### src/rtl/if_stage_prefetch.sv
// Instruction fetch stage with pipelined imem requests, an in-order PC tag
// queue and a prefetch FIFO toward decode; redirects squash stale responses.
module if_stage_prefetch #(
  parameter logic [31:0] CPU_RESET_VECTOR = 32'h0,
  parameter int          FIFO_DEPTH       = 2
) (
  input  logic        clk,
  input  logic        rstn,
  input  logic        PCNextSrc,
  input  logic        PCJumpTargetSrc,
  input  logic [31:0] pc_plus_imm,
  input  logic [31:0] pc_target_alu,
  output logic        o_imem_req_valid,
  input  logic        i_imem_req_ready,
  output logic [31:0] o_imem_req_addr,
  input  logic        i_imem_rsp_valid,
  input  logic [31:0] i_imem_rsp_data,
  output logic        if_valid,
  input  logic        id_ready,
  output logic [31:0] if_pc,
  output logic [31:0] if_pc_p4,
  output logic [31:0] if_instr
);

  localparam int CW = $clog2(2*FIFO_DEPTH+1);
  localparam int PW = $clog2(FIFO_DEPTH);
  localparam int TW = $clog2(2*FIFO_DEPTH);
  localparam logic [CW:0]   DEPTH_W = (CW+1)'(FIFO_DEPTH);
  localparam logic [CW-1:0] MAX_INF = CW'(2*FIFO_DEPTH);

  logic [31:0]   fetch_pc;
  logic [31:0]   fifo_pc    [FIFO_DEPTH];
  logic [31:0]   fifo_instr [FIFO_DEPTH];
  logic [31:0]   tag_q      [2*FIFO_DEPTH];
  logic [PW-1:0] wr_ptr, rd_ptr;
  logic [TW-1:0] tag_wr, tag_rd;
  logic [CW-1:0] count, inflight, discard;
  logic [CW-1:0] live, inflight_nxt;
  logic [CW:0]   credit_used;
  logic [31:0]   target;
  logic          redirect, fire, drop, push, pop;

  assign redirect = PCNextSrc;
  assign target   = PCJumpTargetSrc ? pc_target_alu : pc_plus_imm;

  // Live requests are the ones whose data will still land in the FIFO.
  assign live        = inflight - discard;
  assign credit_used = {1'b0, live} + {1'b0, count};

  assign o_imem_req_valid = rstn & ~redirect
                          & (credit_used < DEPTH_W)
                          & (inflight < MAX_INF);
  assign o_imem_req_addr  = {fetch_pc[31:2], 2'b00};

  assign fire = o_imem_req_valid & i_imem_req_ready;
  assign drop = i_imem_rsp_valid & (discard != '0);
  assign push = i_imem_rsp_valid & (discard == '0) & ~redirect;
  assign pop  = if_valid & id_ready & ~redirect;

  assign inflight_nxt = inflight + CW'(fire) - CW'(i_imem_rsp_valid);

  assign if_valid = rstn & (count != '0);
  assign if_pc    = fifo_pc[rd_ptr];
  assign if_pc_p4 = if_pc + 32'd4;
  assign if_instr = fifo_instr[rd_ptr];

  always_ff @(posedge clk) begin
    if (!rstn) begin
      fetch_pc <= CPU_RESET_VECTOR;
      count    <= '0;
      inflight <= '0;
      discard  <= '0;
      wr_ptr   <= '0;
      rd_ptr   <= '0;
      tag_wr   <= '0;
      tag_rd   <= '0;
    end else begin
      inflight <= inflight_nxt;
      if (fire)
        tag_wr <= tag_wr + TW'(1);
      if (i_imem_rsp_valid)
        tag_rd <= tag_rd + TW'(1);
      if (redirect) begin
        fetch_pc <= {target[31:2], 2'b00};
        count    <= '0;
        wr_ptr   <= '0;
        rd_ptr   <= '0;
        discard  <= inflight_nxt;
      end else begin
        if (fire)
          fetch_pc <= fetch_pc + 32'd4;
        if (drop)
          discard <= discard - CW'(1);
        if (push)
          wr_ptr <= wr_ptr + PW'(1);
        if (pop)
          rd_ptr <= rd_ptr + PW'(1);
        if (push && !pop)
          count <= count + CW'(1);
        else if (pop && !push)
          count <= count - CW'(1);
      end
    end
  end

  // Storage needs no reset: validity lives in the counters and pointers.
  always_ff @(posedge clk) begin
    if (fire)
      tag_q[tag_wr] <= o_imem_req_addr;
    if (push) begin
      fifo_pc[wr_ptr]    <= tag_q[tag_rd];
      fifo_instr[wr_ptr] <= i_imem_rsp_data;
    end
  end

endmodule

### config.mk
export PLATFORM = sky130hd
export DESIGN_NAME = if_stage_prefetch
export DESIGN_NICKNAME = d
export VERILOG_FILES = /design/src/rtl/if_stage_prefetch.sv
export SDC_FILE = /design/constraint.sdc
export NUM_CORES = 1
export LEC_CHECK = 0
export BUFFER_PORTS_ARGS = -buffer_cell sky130_fd_sc_hd__clkbuf_2
export CORE_AREA = 2 2 173 175
export CTS_CLUSTER_SIZE = 12
export DETAILED_ROUTE_END_ITERATION = 10
export DIE_AREA = 0 0 175 177
export GPL_ROUTABILITY_DRIVEN = 0
export MAX_ROUTING_LAYER = met4
export REMOVE_ABC_BUFFERS = 1
export SETUP_SLACK_MARGIN = 0.4
export SLEW_MARGIN = 20
export SYNTH_ARGS = -nofsm -noshare
export SYNTH_HDL_FRONTEND = slang
export SYNTH_SLANG_ARGS = --single-unit
### constraint.sdc
create_clock -name clk -period 5 [get_ports clk]
set_input_delay 0.5 -clock clk [delete_from_list [all_inputs] [get_ports clk]]
set_output_delay 0.5 -clock clk [all_outputs]
set_load 0.01 [all_outputs]
# --- Yosys cells after proc, flatten, opt, wreduce, memory -nomap -nowiden ---
# Memory sizes are Yosys's and may differ from the RTL's. A register that Yosys moved wholly into a read port is not among the register bits.
# Index checks and enable logic that the tools add are counted.
op_classes:
  order_cmp: 2
  reduce_logical: 11
  n_mux: 17
  n_bitwise: 12
  n_addsub: 13
op_table:
  columns: ["cell", "count"]
  rows:
  - ["32-bit two-way mux", 3]
  - ["32-bit by 3-bit adder with 32-bit output (second input constant)", 2]
  - ["3-bit two-way mux", 4]
  - ["1-bit AND", 10]
  - ["1-bit two-way mux", 8]
  - ["2-bit nonzero test", 3]
  - ["3-bit nonzero test", 2]
  - ["3-bit by 1-bit subtractor with 3-bit output (second input constant)", 2]
  - ["2-bit by 1-bit adder with 2-bit output (second input constant)", 2]
  - ["3-bit by 3-bit adder with 4-bit output", 1]
  - ["4-bit by 2-bit less-than comparator with 1-bit output (second input constant)", 1]
  - ["2-bit two-way mux", 2]
  - ["3-bit by 1-bit adder with 3-bit output", 1]
  - ["3-bit by 1-bit adder with 3-bit output (second input constant)", 1]
  - ["3-bit zero test", 1]
  - ["3-bit less-than comparator (second input constant)", 1]
  - ["3-bit by 1-bit subtractor with 3-bit output", 1]
  - ["3-bit subtractor", 1]
  - ["1-bit adder (second input constant)", 2]
  - ["1-bit logical AND", 2]
  - ["1-bit zero test", 2]
  - ["1-bit NOT", 2]
  - ["2-bit OR reduction", 1]
totals:
  memories: 3
  wordCells: 67
  input_bits: 103
  ramBits: 248
  regBits: 47
  output_inout_bits: 130
memory_table:
  columns: ["name", "words", "width", "rd", "rd_ports_with_merged_regs", "write_ports", "line_no", "source"]
  rows:
  - ["tag_q", 4, 30, 1, 1, 1, "34", "logic [31:0] tag_q [2*FIFO_DEPTH];"]
  - ["fifo_instr", 2, 32, 1, 1, 1, "33", "logic [31:0] fifo_instr [FIFO_DEPTH];"]
  - ["fifo_pc", 2, 32, 1, 1, 1, "32", "logic [31:0] fifo_pc [FIFO_DEPTH];"]

# --- Depth between registers and ports, before layout ---
# Gate-level depths: netlist of the first run.
depth:
  word_depth: 9
  ltp_mapped: 20
  depth_no_buf: 19

# --- Worst setup path before layout of the first run ---
# No wires, ideal clock.
synth_timing:
  path_kind: "input to register"
  startpoint: "input port PCNextSrc"
  endpoint: "memory fifo_instr[0][0], enable pin"
  t_arrival_ps: 3892
  n_path_buf: 1
  setup_ps: 490
  slack_ps: 619
  required_time_ps: 4510
  stages: 3
  path_cell_list: "clkbuf_1 nor3b_1 nor2b_1"
synth_between:
  elab_chain_cells: 4
synth_lines:
  columns: ["item", "line_no", "source"]
  rows:
  - ["from (decl)", "9", "input logic PCNextSrc,"]
  - ["1-bit NOT", "57", "assign push = i_imem_rsp_valid & (discard == '0) & ~redirect;"]
  - ["1-bit AND", "57", null]
  - ["named net push", "41", "logic redirect, fire, drop, push, pop;"]
  - ["1-bit two-way mux", "110", "if (push) begin"]
  - ["1-bit two-way mux (implied by the code)", "112", "fifo_instr[wr_ptr] <= i_imem_rsp_data;"]
  - ["to (decl)", "33", null]
# The timed path passes the listed nets, and every way through them passes these cells.

==> metrics, run 1 <==
HPWL after detailed placement=roughly 17000 um; share of the synthesized area in the top cell type=~58%; violation count after the first detailed-route iteration=between 300 and 400; maximum clock frequency=256 MHz; final wirelength=~26000 um; Power Internal=4.59 mW; sequential group share of total power=between 40 and 50%; total clock sinks=between 200 and 300; worst hold path type=input pin to flop; post-cts repair resize count=0; Post-Synthesis Cell Area=roughly 13000 sq um; actual transition at the worst max-transition pin=about 880 ps; layout cells sized above 1=between 30% and 40%; Die Y=177 um; post-CTS setup-driven buffer insertion count=0; final count of pins violating max slew=0; count of buffer and inverter cells on the critical path=2; Clk pwr share=a little over a third; growth of design area from synthesis to finish=19.9%; floorplan die area=between 30000 and 40000 sq um; Post-Syn Area per Cell=around 15 sq um; combinational cell fraction of total power=16.3%; Boundary Pins=approximately 230; global-route usage over all layers=16.7%; setup-violating endpoint count in the final report=0; sequential share of the synthesized area=about two thirds; standard-cell rows=63; layout filler cell count=around 2500; critical path, cell by cell=mux2i_1 -> inv_1 -> ha_1 -> nand4b_1 -> a22oi_2 -> nand4_1 -> nor3_1 -> xnor2_1 -> clkbuf_2; number of failing hold endpoints at the final stage=0; critical path arrival=around 3400 ps; biggest fanout along the worst timing path=58; Gate Count Post-Synth=821; fin crit share=78.0%; cts-stage hold buffer count=0; setup repair after global routing missed its margin=no; hold slack final=142 ps; power density cells=between 400 and 500 nW/um^2; Hold Crit Start=i_imem_rsp_data[13]; largest area contributor in the netlist=edfxtp_1; count of antenna-violating nets left after detailed routing=0; maximum clock path buffer count=3; worst clock skew=about 12 ps; number of global-route vias before repair=about 7300; DRC errors left=0; vias per cell=just over 5; fraction of power spent switching nets=25.4%; max-cap violation count=0; antenna violations before repair=0; clock transition at the register clock pins on the worst setup and hold paths after CTS=around 60 ps; count of input and output buffers=222; source-to-sink clock delay at the later pin of the worst-skew pair=550 ps; Post-DP Area=about 14000 sq um; total global routing overflow=0; clock buffer count from CTS=31; CTS tree=done; Leak=5.41 nW; net count of the finished layout=1175; number of different library cells in the post-synthesis netlist=50; status=complete, no violations; worst reg-to-reg setup slack=between 1000 and 1500 ps; switching power total=around 1.6 mW; first-pass GRT wire length=~40000 um; routed via count=7414; initial core utilization=43.3%; required time worst endpoint=4500 ps; Total Neg Setup Slack=0 ps; pin count of the biggest net entering global routing=59; Slowest cell on crit path=dfxtp_4; yosys synthesis warning count=0; crit-path leading delay family=flip-flops; class of the most critical setup path=flop to output port; final critical-path required period=~3900 ps; origin of the critical flop-to-flop path=inflight[0]; detailed-route wire length per cell=17.4 um; diode count=0; CTS H-Tree Depth=1; core outline area=approximately 29000 sq um; Worst Setup Start Kind=flop; Die Wd=approximately 180 um; nature of the critical path endpoint=output port; remaining max-slew budget at the tightest pin=between 40% and 50%; slowest cell delay on critical path=between 700 and 800 ps; worst vdd rail ir drop=approximately 0.31 mV; flops & latches, synth=292; root cell of the clock tree=clkbuf_16; leading post-synthesis cells by cell area=edfxtp_1, dfxtp_1, mux2_2; final std cell area, no fill=approximately 15000 sq um; first drt pass iteration count=4
-- stage by stage --
stage | util [%] | std cells | setup slack (ps) | total power [mW]
5_1_grt | 51.9 | 1467 | 726 | 6.43
3_3_place_gp | 48.5 | 1411 | 1350 | 3.98
3_5_place_dp | 48.5 | 1411 | 1260 | 3.99
2_1_floorplan | - | 784 | 427 | 3.59
4_1_cts | 51.9 | 1467 | 973 | 6.21
6_report | 51.9 | 1467 | 1100 | 6.14
-- synthesized netlist by cell type (all sizes together) --
library cell	instances
a221oi	1
mux2	76
dfxtp	48
o21ai	30
xnor2	45
mux2i	19
or3	2
nor2	22
o22ai	2
clkbuf	19
nor4	7
and3	1
nand2	30
a311oi	3
a211oi	9
edfxtp	244
nor2b	5
a2111oi	1
nand3	17
nand2b	2
mux4	30
a211o	1
o311ai	1
a21oi	28
nor4b	4
ha	14
inv	27
nor3	20
and2	21
xor2	14
buf	23
a31oi	4
nor3b	4
nand4b	6
nand4	20
conb	1
nand3b	2
a21boi	1
fa	4
a22oi	2
and4	11
-- path summary, 6_finish.rpt --
check,cells past startpoint,to
setup / recovery,9,if_pc_p4[30]
hold / removal,1,fifo_instr[0][13]
setup reg to reg,19,discard[2]
hold reg to reg,2,rd_ptr
-- cells in the final DEF (no fill, tap or decap), drive strengths merged, types with 15 or more instances in the layout --
cell type	instances
dfxtp	48
clkbuf	270
a21oi	28
nor2	22
xnor2	45
and2	21
buf	15
mux2	76
edfxtp	244
nand4	20
o21ai	30
nand2	30
mux4	30
nor3	20
mux2i	19
nand3	17
inv	27
-- worst reg2reg max path, cell delays in order (launching register included) --
cell and delay [ps]:
dfxtp_1 310, inv_1 50, ha_1 140, inv_1 50, fa_1 510, inv_1 70, fa_1 400, nor2_1 140
a31oi_2 100, buf_4 230, nor2_1 190, inv_1 70, ha_1 270, inv_1 40, ha_1 180, fa_1 380
xnor2_1 140, xnor2_1 190, mux2i_1 100, nor2b_1 110
-- flip-flops by register name, indices dropped and copies added (netlist names), 2 cells and up, named ones only --
signal	flops
fetch_pc	30
fifo_pc	60
discard	3
tag_wr	2
inflight	3
fifo_instr	64
tag_q	120
count	3
tag_rd	2
-- layer usage --
layer	track usage, %	vias up	part of all wire, %
met1	22.1	3577	46
li1	-	3604	-
met5	-	-	0
met3	3.11	35	5.8
met2	27.1	198	47
met4	3.96	0	1.6
-- cell type report --
type / instances / area, sq um / area share (%)
flip-flops and latches: 292 / 8290 / 54.6
inverters: 27 / 101 / 0.668
clock inverters: 8 / 120 / 0.791
well taps: 390 / 488 / 3.21
clock buffers: 48 / 871 / 5.74
repair buffers: 237 / 1220 / 8.06
multi-input cells: 465 / 4080 / 26.9
-- power groups by stage --
stage,Clock [mW],Combinational (mW),Sequential [mW]
floorplan,0,0.618,2.97
global placement,0,1.00,2.97
detailed placement,0,1.01,2.98
CTS,2.27,1.01,2.93
global route,2.37,1.11,2.95
finish,2.22,0.999,2.93
-- cell families after synthesis --
group | after synthesis | share of synthesized area, %
flip-flops | 292 | 65.5
multiplexers | 125 | 13.6
adder cells (fa/ha/maj) | 18 | 2.02
other | 1 | 0.0296
XOR/XNOR | 59 | 4.08
buffers and inverters | 69 | 2.52
AND/OR/NAND/NOR | 174 | 8.15
AO/OA/AOI/OAI | 83 | 4.12
Power figures use the tool's default switching activity.
==> run 2, diff against run 1 <==
ABC_AREA = 1   (was not set)
CORE_AREA = 2 2 181 183   (was 2 2 173 175)
DIE_AREA = 0 0 183 185   (was 0 0 175 177)
clock period = 4.1 ns   (was 5 ns; I/O delays follow)
==> metrics, run 2 <==
clock transition at the register clock pins on the worst setup and hold paths after CTS=60 ps (about the same); source-to-sink clock delay at the later pin of the worst-skew pair=560 ps (was 550 ps); critical path, cell by cell=ha_1 -> inv_1 -> fa_1 -> inv_1 -> fa_1 -> nand2_1 -> nor2_2 -> nand3_4 -> ha_1 -> inv_1 -> ha_1 -> fa_1 -> xor2_1 -> xor2_1 -> nand2_1 -> a31oi_1 (was mux2i_1 -> inv_1 -> ha_1 -> nand4b_1 -> a22oi_2 -> nand4_1 -> nor3_1 -> xnor2_1 -> clkbuf_2); final wirelength=32400 um (was 25500 um); number of failing hold endpoints at the final stage=0 (unchanged); largest area contributor in the netlist=edfxtp_1 (unchanged); Worst Setup Start Kind=flop (unchanged); hold slack final=41.1 ps (was 142 ps); fin crit share=a little over four fifths; final count of pins violating max slew=0 (unchanged); nature of the critical path endpoint=flop (was output port); most numerous cell in the Yosys netlist=nand2_1 (was edfxtp_1); Hold Crit Start=i_imem_rsp_data[3] (was i_imem_rsp_data[13]); routed via count=10400 (was 7414); yosys synthesis warning count=0 (unchanged); CTS H-Tree Depth=1 (unchanged); Die Wd=183 um (was 175 um); worst clock skew=8.24 ps (was 11.7 ps); standard-cell rows=66 (was 63); maximum clock path buffer count=3 (unchanged); required time worst endpoint=4580 ps (was 4500 ps); Total Neg Setup Slack=0 ps (unchanged); root cell of the clock tree=clkbuf_16 (unchanged); remaining max-slew budget at the tightest pin=36.5% (was 41.4%); biggest fanout along the worst timing path=3 (was 58); first-pass GRT wire length=50800 um (was 39700 um); maximum clock frequency=between 200 and 300 MHz; share of the synthesized area in the top cell type=53.0% (was 57.9%); floorplan die area=33900 sq um (was 31000 sq um); layer with the highest usage=met2 (unchanged); first drt pass iteration count=5 (was 4); post-CTS setup-driven buffer insertion count=0 (unchanged); CTS tree=done (unchanged); class of the most critical setup path=flop to flop (was flop to output port); antenna violations before repair=0 (unchanged); Gate Count Post-Synth=1421 (was 821); Slowest cell on crit path=fa_1 (was dfxtp_4); Post-Syn Area per Cell=9.73 sq um (was 15.4 sq um); max reg flops=120 (unchanged); actual transition at the worst max-transition pin=952 ps (was 876 ps); Async SR Flop Fraction=0% (unchanged); Power Total=7.14 mW (was 6.14 mW); net count of the finished layout=1755 (was 1175); worst vdd rail ir drop=0.302 mV (was 0.314 mV); growth of design area from synthesis to finish=17.5% (was 19.9%); Boundary Pins=233 (unchanged); count of input and output buffers=222 (unchanged); number of global-route vias before repair=9837 (was 7333); violation count after the first detailed-route iteration=678 (was 359); layout filler cell count=2975 (was 2505); crit-path leading delay family=adder cells (was flip-flops); post-cts repair resize count=0 (unchanged); initial core utilization=43.2% (was 43.3%); cts-stage hold buffer count=0 (unchanged); number of different library cells in the post-synthesis netlist=42 (was 50); count of antenna-violating nets left after detailed routing=0 (unchanged); leading post-synthesis cells by cell area=edfxtp_1, nand2_1, dfxtp_1 (was edfxtp_1, dfxtp_1, mux2_2); commonest non-fill, non-tap cells in the layout=nand2_1, nor2_1, edfxtp_1 (was edfxtp_1, clkbuf_2, mux2_2); Util after Layout=50.7% (was 51.9%); slowest cell delay on critical path=500 ps (was 790 ps); max-cap violation count=0 (unchanged); met2 Resource Use GR=30.9% (was 27.1%); launching element of the worst setup path=discard[0]; commonest non-fill, non-tap cell in the layout=nand2_1 (was edfxtp_1); diode count=0 (unchanged); setup repair after global routing missed its margin=no (unchanged); register containing the most flip-flops in the final layout=tag_q (unchanged); leading post-synthesis cells by instance count=nand2_1, nor2_1, edfxtp_1 (was edfxtp_1, mux2_2, dfxtp_1); detailed-route wire length per cell=15.7 um (was 17.4 um); core outline area=32000 sq um (was 29200 sq um); count of buffer and inverter cells on the critical path=3 (was 2); Synth Flop Type=edfxtp_1 (unchanged); power density cells=439 nW/um^2 (was 405 nW/um^2); setup-violating endpoint count in the final report=0 (unchanged); sequential share of the synthesized area=59.9% (was 65.5%); worst hold path type=input pin to flop (unchanged); status=complete, no violations (unchanged); DRC errors left=0 (unchanged); vias per cell=5.03 (was 5.05); HPWL after detailed placement=21900 um (was 17400 um); final critical-path required period=~3500 ps; Post-synth EDFFs=244 (unchanged); largest registers=tag_q x120, fifo_instr x64, fifo_pc x60 (unchanged); total global routing overflow=0 (unchanged); global-route usage over all layers=19.3% (was 16.7%); Leak=6.34 nW (was 5.41 nW); layout cells sized above 1=21.7% (was 37.5%); critical path arrival=3940 ps (was 3400 ps); flops & latches, synth=292 (unchanged); Die Y=185 um (was 177 um); clock buffer count from CTS=31 (unchanged); Post-Synthesis Cell Area=13800 sq um (was 12700 sq um); total clock sinks=292 (unchanged); M3 GR Usage=3.09% (was 3.11%); origin of the critical flop-to-flop path=discard[0] (was inflight[0]); GR Util met1=25.8% (was 22.1%); pin count of the biggest net entering global routing=72 (was 59)
[run 2: logic make-up (layout without fill, tap and decap cells)]
family / after synthesis / in the layout / synth area share [%]
other: 1 / 6 / 0.0271
adder cells (fa/ha/maj): 18 / 18 / 1.85
AND/OR/NAND/NOR: 621 / 621 / 18.0
flip-flops: 292 / 292 / 59.9
XOR/XNOR: 21 / 21 / 1.33
AO/OA/AOI/OAI: 254 / 254 / 10.4
buffers and inverters: 182 / 412 / 5.83
multiplexers: 32 / 32 / 2.61
[run 2: worst register-to-register path: stages (launching register included)]
cell and delay [ps]:
dfxtp_1 350, ha_1 150, inv_1 50, fa_1 500
inv_1 60, fa_1 500, nand2_1 70, nor2_2 170
nand3_4 90, ha_1 280, inv_1 40, ha_1 180
fa_1 380, xor2_1 170, xor2_1 210, nand2_1 70
a31oi_1 130
[run 2: where the power goes]
part | leakage, nW | switching [mW] | internal (mW)
combinational | 3.25 | 0.618 | 0.346
clock | 0.470 | 1.09 | 1.56
sequential | 2.63 | 0.132 | 3.39
total | 6.34 | 1.84 | 5.30
[run 2: final cells by class]
type	count	area [sq um]	area share, %
Tap cell	408	510	3.14
Multi-Input combinational cell	952	4780	29.4
Clock inverter	10	104	0.639
Timing Repair Buffer	237	1260	7.73
Clock buffer	45	858	5.28
Inverter	120	450	2.77
Sequential cell	292	8290	51.0
[run 2: path summary, 6_finish.rpt]
path | endpoint | slack [ps] | cells after the start
hold / removal | fifo_instr[1][3] | 40 | 1
setup / recovery | discard[2] | 640 | 16
hold reg to reg | tag_rd[1] | 450 | 1
setup reg to reg | discard[2] | 640 | 16
[run 2: layer usage]
layer	wire (um)	share of wire, %	vias to the layer above
met5	0	0	-
met4	715	2.2	0
met3	2040	6.3	53
met2	14500	45	348
met1	15200	47	4755
li1	-	-	5227
[run 2: stage by stage]
stage	setup slack, ps	instance area (sq um)	cells
floorplan	-943	13500	1364
global placement	672	15300	2009
detailed placement	609	15300	2009
CTS	437	16200	2064
global route	413	16300	2064
finish	645	16300	2064
==> run 3, diff against run 2 <==
clock period = 3.2 ns   (was 4.1 ns; I/O delays follow)
==> metrics, run 3 (synthesis results as in run 2) <==
violations in the final reports=setup timing; root cell of the clock tree=clkbuf_16 (unchanged); biggest fanout along the worst timing path=2 (was 3); critical path arrival=3870 ps (was 3940 ps); net count of the finished layout=1852 (was 1755); total global routing overflow=0 (unchanged); setup repair after global routing missed its margin=yes (was no); hold slack final=16.7 ps (was 41.1 ps); Die Wd=183 um (unchanged); global-route usage over all layers=21.1% (was 19.3%); Power Total=9.61 mW (was 7.14 mW); setup-violating endpoint count in the final report=152 (was 0); status=finished, violations left (was complete, no violations); initial core utilization=43.2% (unchanged); required time worst endpoint=3640 ps (was 4580 ps); growth of design area from synthesis to finish=30.7% (was 17.5%); source-to-sink clock delay at the later pin of the worst-skew pair=500 ps (was 560 ps); Leak=7.07 nW (was 6.34 nW); number of failing hold endpoints at the final stage=0 (unchanged); commonest non-fill, non-tap cells in the layout=nand2_1, edfxtp_1, nor2_1 (was nand2_1, nor2_1, edfxtp_1); first drt pass iteration count=5 (unchanged); final wirelength=36700 um (was 32400 um); Slowest cell on crit path=fa_2 (was fa_1); worst vdd rail ir drop=0.239 mV (was 0.302 mV); detailed-route wire length per cell=17.0 um (was 15.7 um); number of global-route vias before repair=10200 (was 9837); final critical-path required period=3430 ps (was 3460 ps); most common cell type on the critical path=inv_2; total clock sinks=292 (unchanged); violation count after the first detailed-route iteration=834 (was 678); DRC errors left=0 (unchanged); routed via count=11000 (was 10400); pin count of the biggest net entering global routing=63 (was 72); remaining max-slew budget at the tightest pin=41.5% (was 36.5%); worst clock skew=12.1 ps (was 8.24 ps); fin crit share=107% (was 84.3%); max-cap violation count=0 (unchanged); worst hold path type=input pin to flop (unchanged); Boundary Pins=233 (unchanged); Total Neg Setup Slack=-18100 ps (was 0 ps); commonest non-fill, non-tap cell in the layout=nand2_1 (unchanged); worst setup timing slack at the placement stage=-267 ps (was 609 ps); layout cells sized above 1=30.3% (was 21.7%); critical path, cell by cell=inv_2 -> ha_4 -> inv_2 -> fa_2 -> inv_2 -> fa_1 -> nor2_1 -> nand2_1 -> nand2_1 -> nand3_4 -> ha_4 -> inv_2 -> ha_4 -> fa_2 -> xor2_1 -> xor2_1 -> buf_4 -> inv_2 -> nor2_1 (was ha_1 -> inv_1 -> fa_1 -> inv_1 -> fa_1 -> nand2_1 -> nor2_2 -> nand3_4 -> ha_1 -> inv_1 -> ha_1 -> fa_1 -> xor2_1 -> xor2_1 -> nand2_1 -> a31oi_1); standard-cell rows=66 (unchanged); HPWL after detailed placement=22200 um (was 21900 um); nature of the critical path endpoint=flop (unchanged); antenna violations before repair=0 (unchanged); maximum clock path buffer count=3 (unchanged); clock transition at the register clock pins on the worst setup and hold paths after CTS=60 ps (about the same); maximum clock frequency=292 MHz (was 289 MHz); diode count=0 (unchanged); largest registers=tag_q x120, fifo_instr x64, fifo_pc x60 (unchanged); max reg flops=120 (unchanged); slowest cell delay on critical path=540 ps (was 500 ps); core outline area=32000 sq um (unchanged); class of the most critical setup path=flop to flop (unchanged); Die Y=185 um (unchanged); power density cells=532 nW/um^2 (was 439 nW/um^2); first-pass GRT wire length=54400 um (was 50800 um); post-layout worst setup margin=-229 ps (was 645 ps); actual transition at the worst max-transition pin=876 ps (was 952 ps); vias per cell=5.09 (was 5.03); floorplan die area=33900 sq um (unchanged); CTS tree=done (unchanged); count of antenna-violating nets left after detailed routing=0 (unchanged); clock buffer count from CTS=34 (was 31); count of input and output buffers=222 (unchanged); Worst Setup Start Kind=flop (unchanged); register containing the most flip-flops in the final layout=tag_q (unchanged); final count of pins violating max slew=0 (unchanged); CTS H-Tree Depth=2 (was 1)
==> run 3: changes by cell type in the layout (fill, tap and decap cells not counted), moves of 8 or more <==
cell	previous run	this run
inv_1	117	108
buf_6	0	19
buf_4	12	49
o21ai_0	135	125
nand2_1	282	265
clkbuf_16	31	44
nor2_4	3	25
buf_16	0	9
nor2_1	250	224
buf_12	2	13
nand2_2	0	16
a21oi_1	51	43
clkbuf_2	222	214
==> run 3: worst paths after layout <==
path                           start               end  slack (ps)  depth (start not counted)
hold / removal    i_imem_rsp_data[3]  fifo_instr[0][3]          20                          1
hold reg to reg            tag_rd[1]              flop         470                          1
setup reg to reg         inflight[0]       inflight[2]        -230                         19
setup / recovery         inflight[0]       inflight[2]        -230                         19
==> run 3: layer usage <==
metal / vias up / wire, um / global-route usage, %
met5: - / 0 / -
met4: 0 / 682 / 5.15
met3: 52 / 2440 / 3.48
met2: 429 / 17600 / 34.4
met1: 5093 / 16000 / 27.7
li1: 5430 / - / -
==> run 3: critical path, delay by kind of cell (launching register included) <==
kind          cells  cell delay [ps]
xor+xnor          2              410
fa+ha+maj         6             1770
buf+inv           6              340
flops             1              320
simple gates      5              520
==> run 3: layout make-up <==
type	count	area, sq um
multi-input combinational	953	5270
clock inverter	14	75.1
inverter	120	465
timing repair buffer	327	2520
sequential	292	8290
clock buffer	43	906
timing repair inverter	3	38.8
tap	408	510
fill	2768	14000
==> run 3: stage by stage <==
step           cell area, sq um  cells  utilization (%)
6_report                  18100   2160             56.4
3_3_place_gp              15400   2015             48.1
4_1_cts                   17200   2114             53.5
2_1_floorplan             13500   1364                -
5_1_grt                   18100   2160             56.4
3_5_place_dp              15400   2015             48.1
==> run 3: timing repair <==
item,4_1_cts,5_1_grt
cloned,10,13
hold endpoints to repair,9,0
hold buffers,5,0
setup buffers,27,33
endpoints found under the setup margin,174,179
pin swaps,10,40
resized for setup,62,123
==> run 3: where the power goes <==
group	internal (mW)	switching, mW
Combinational	0.694	0.960
Clock	2.00	1.45
Sequential	4.34	0.172
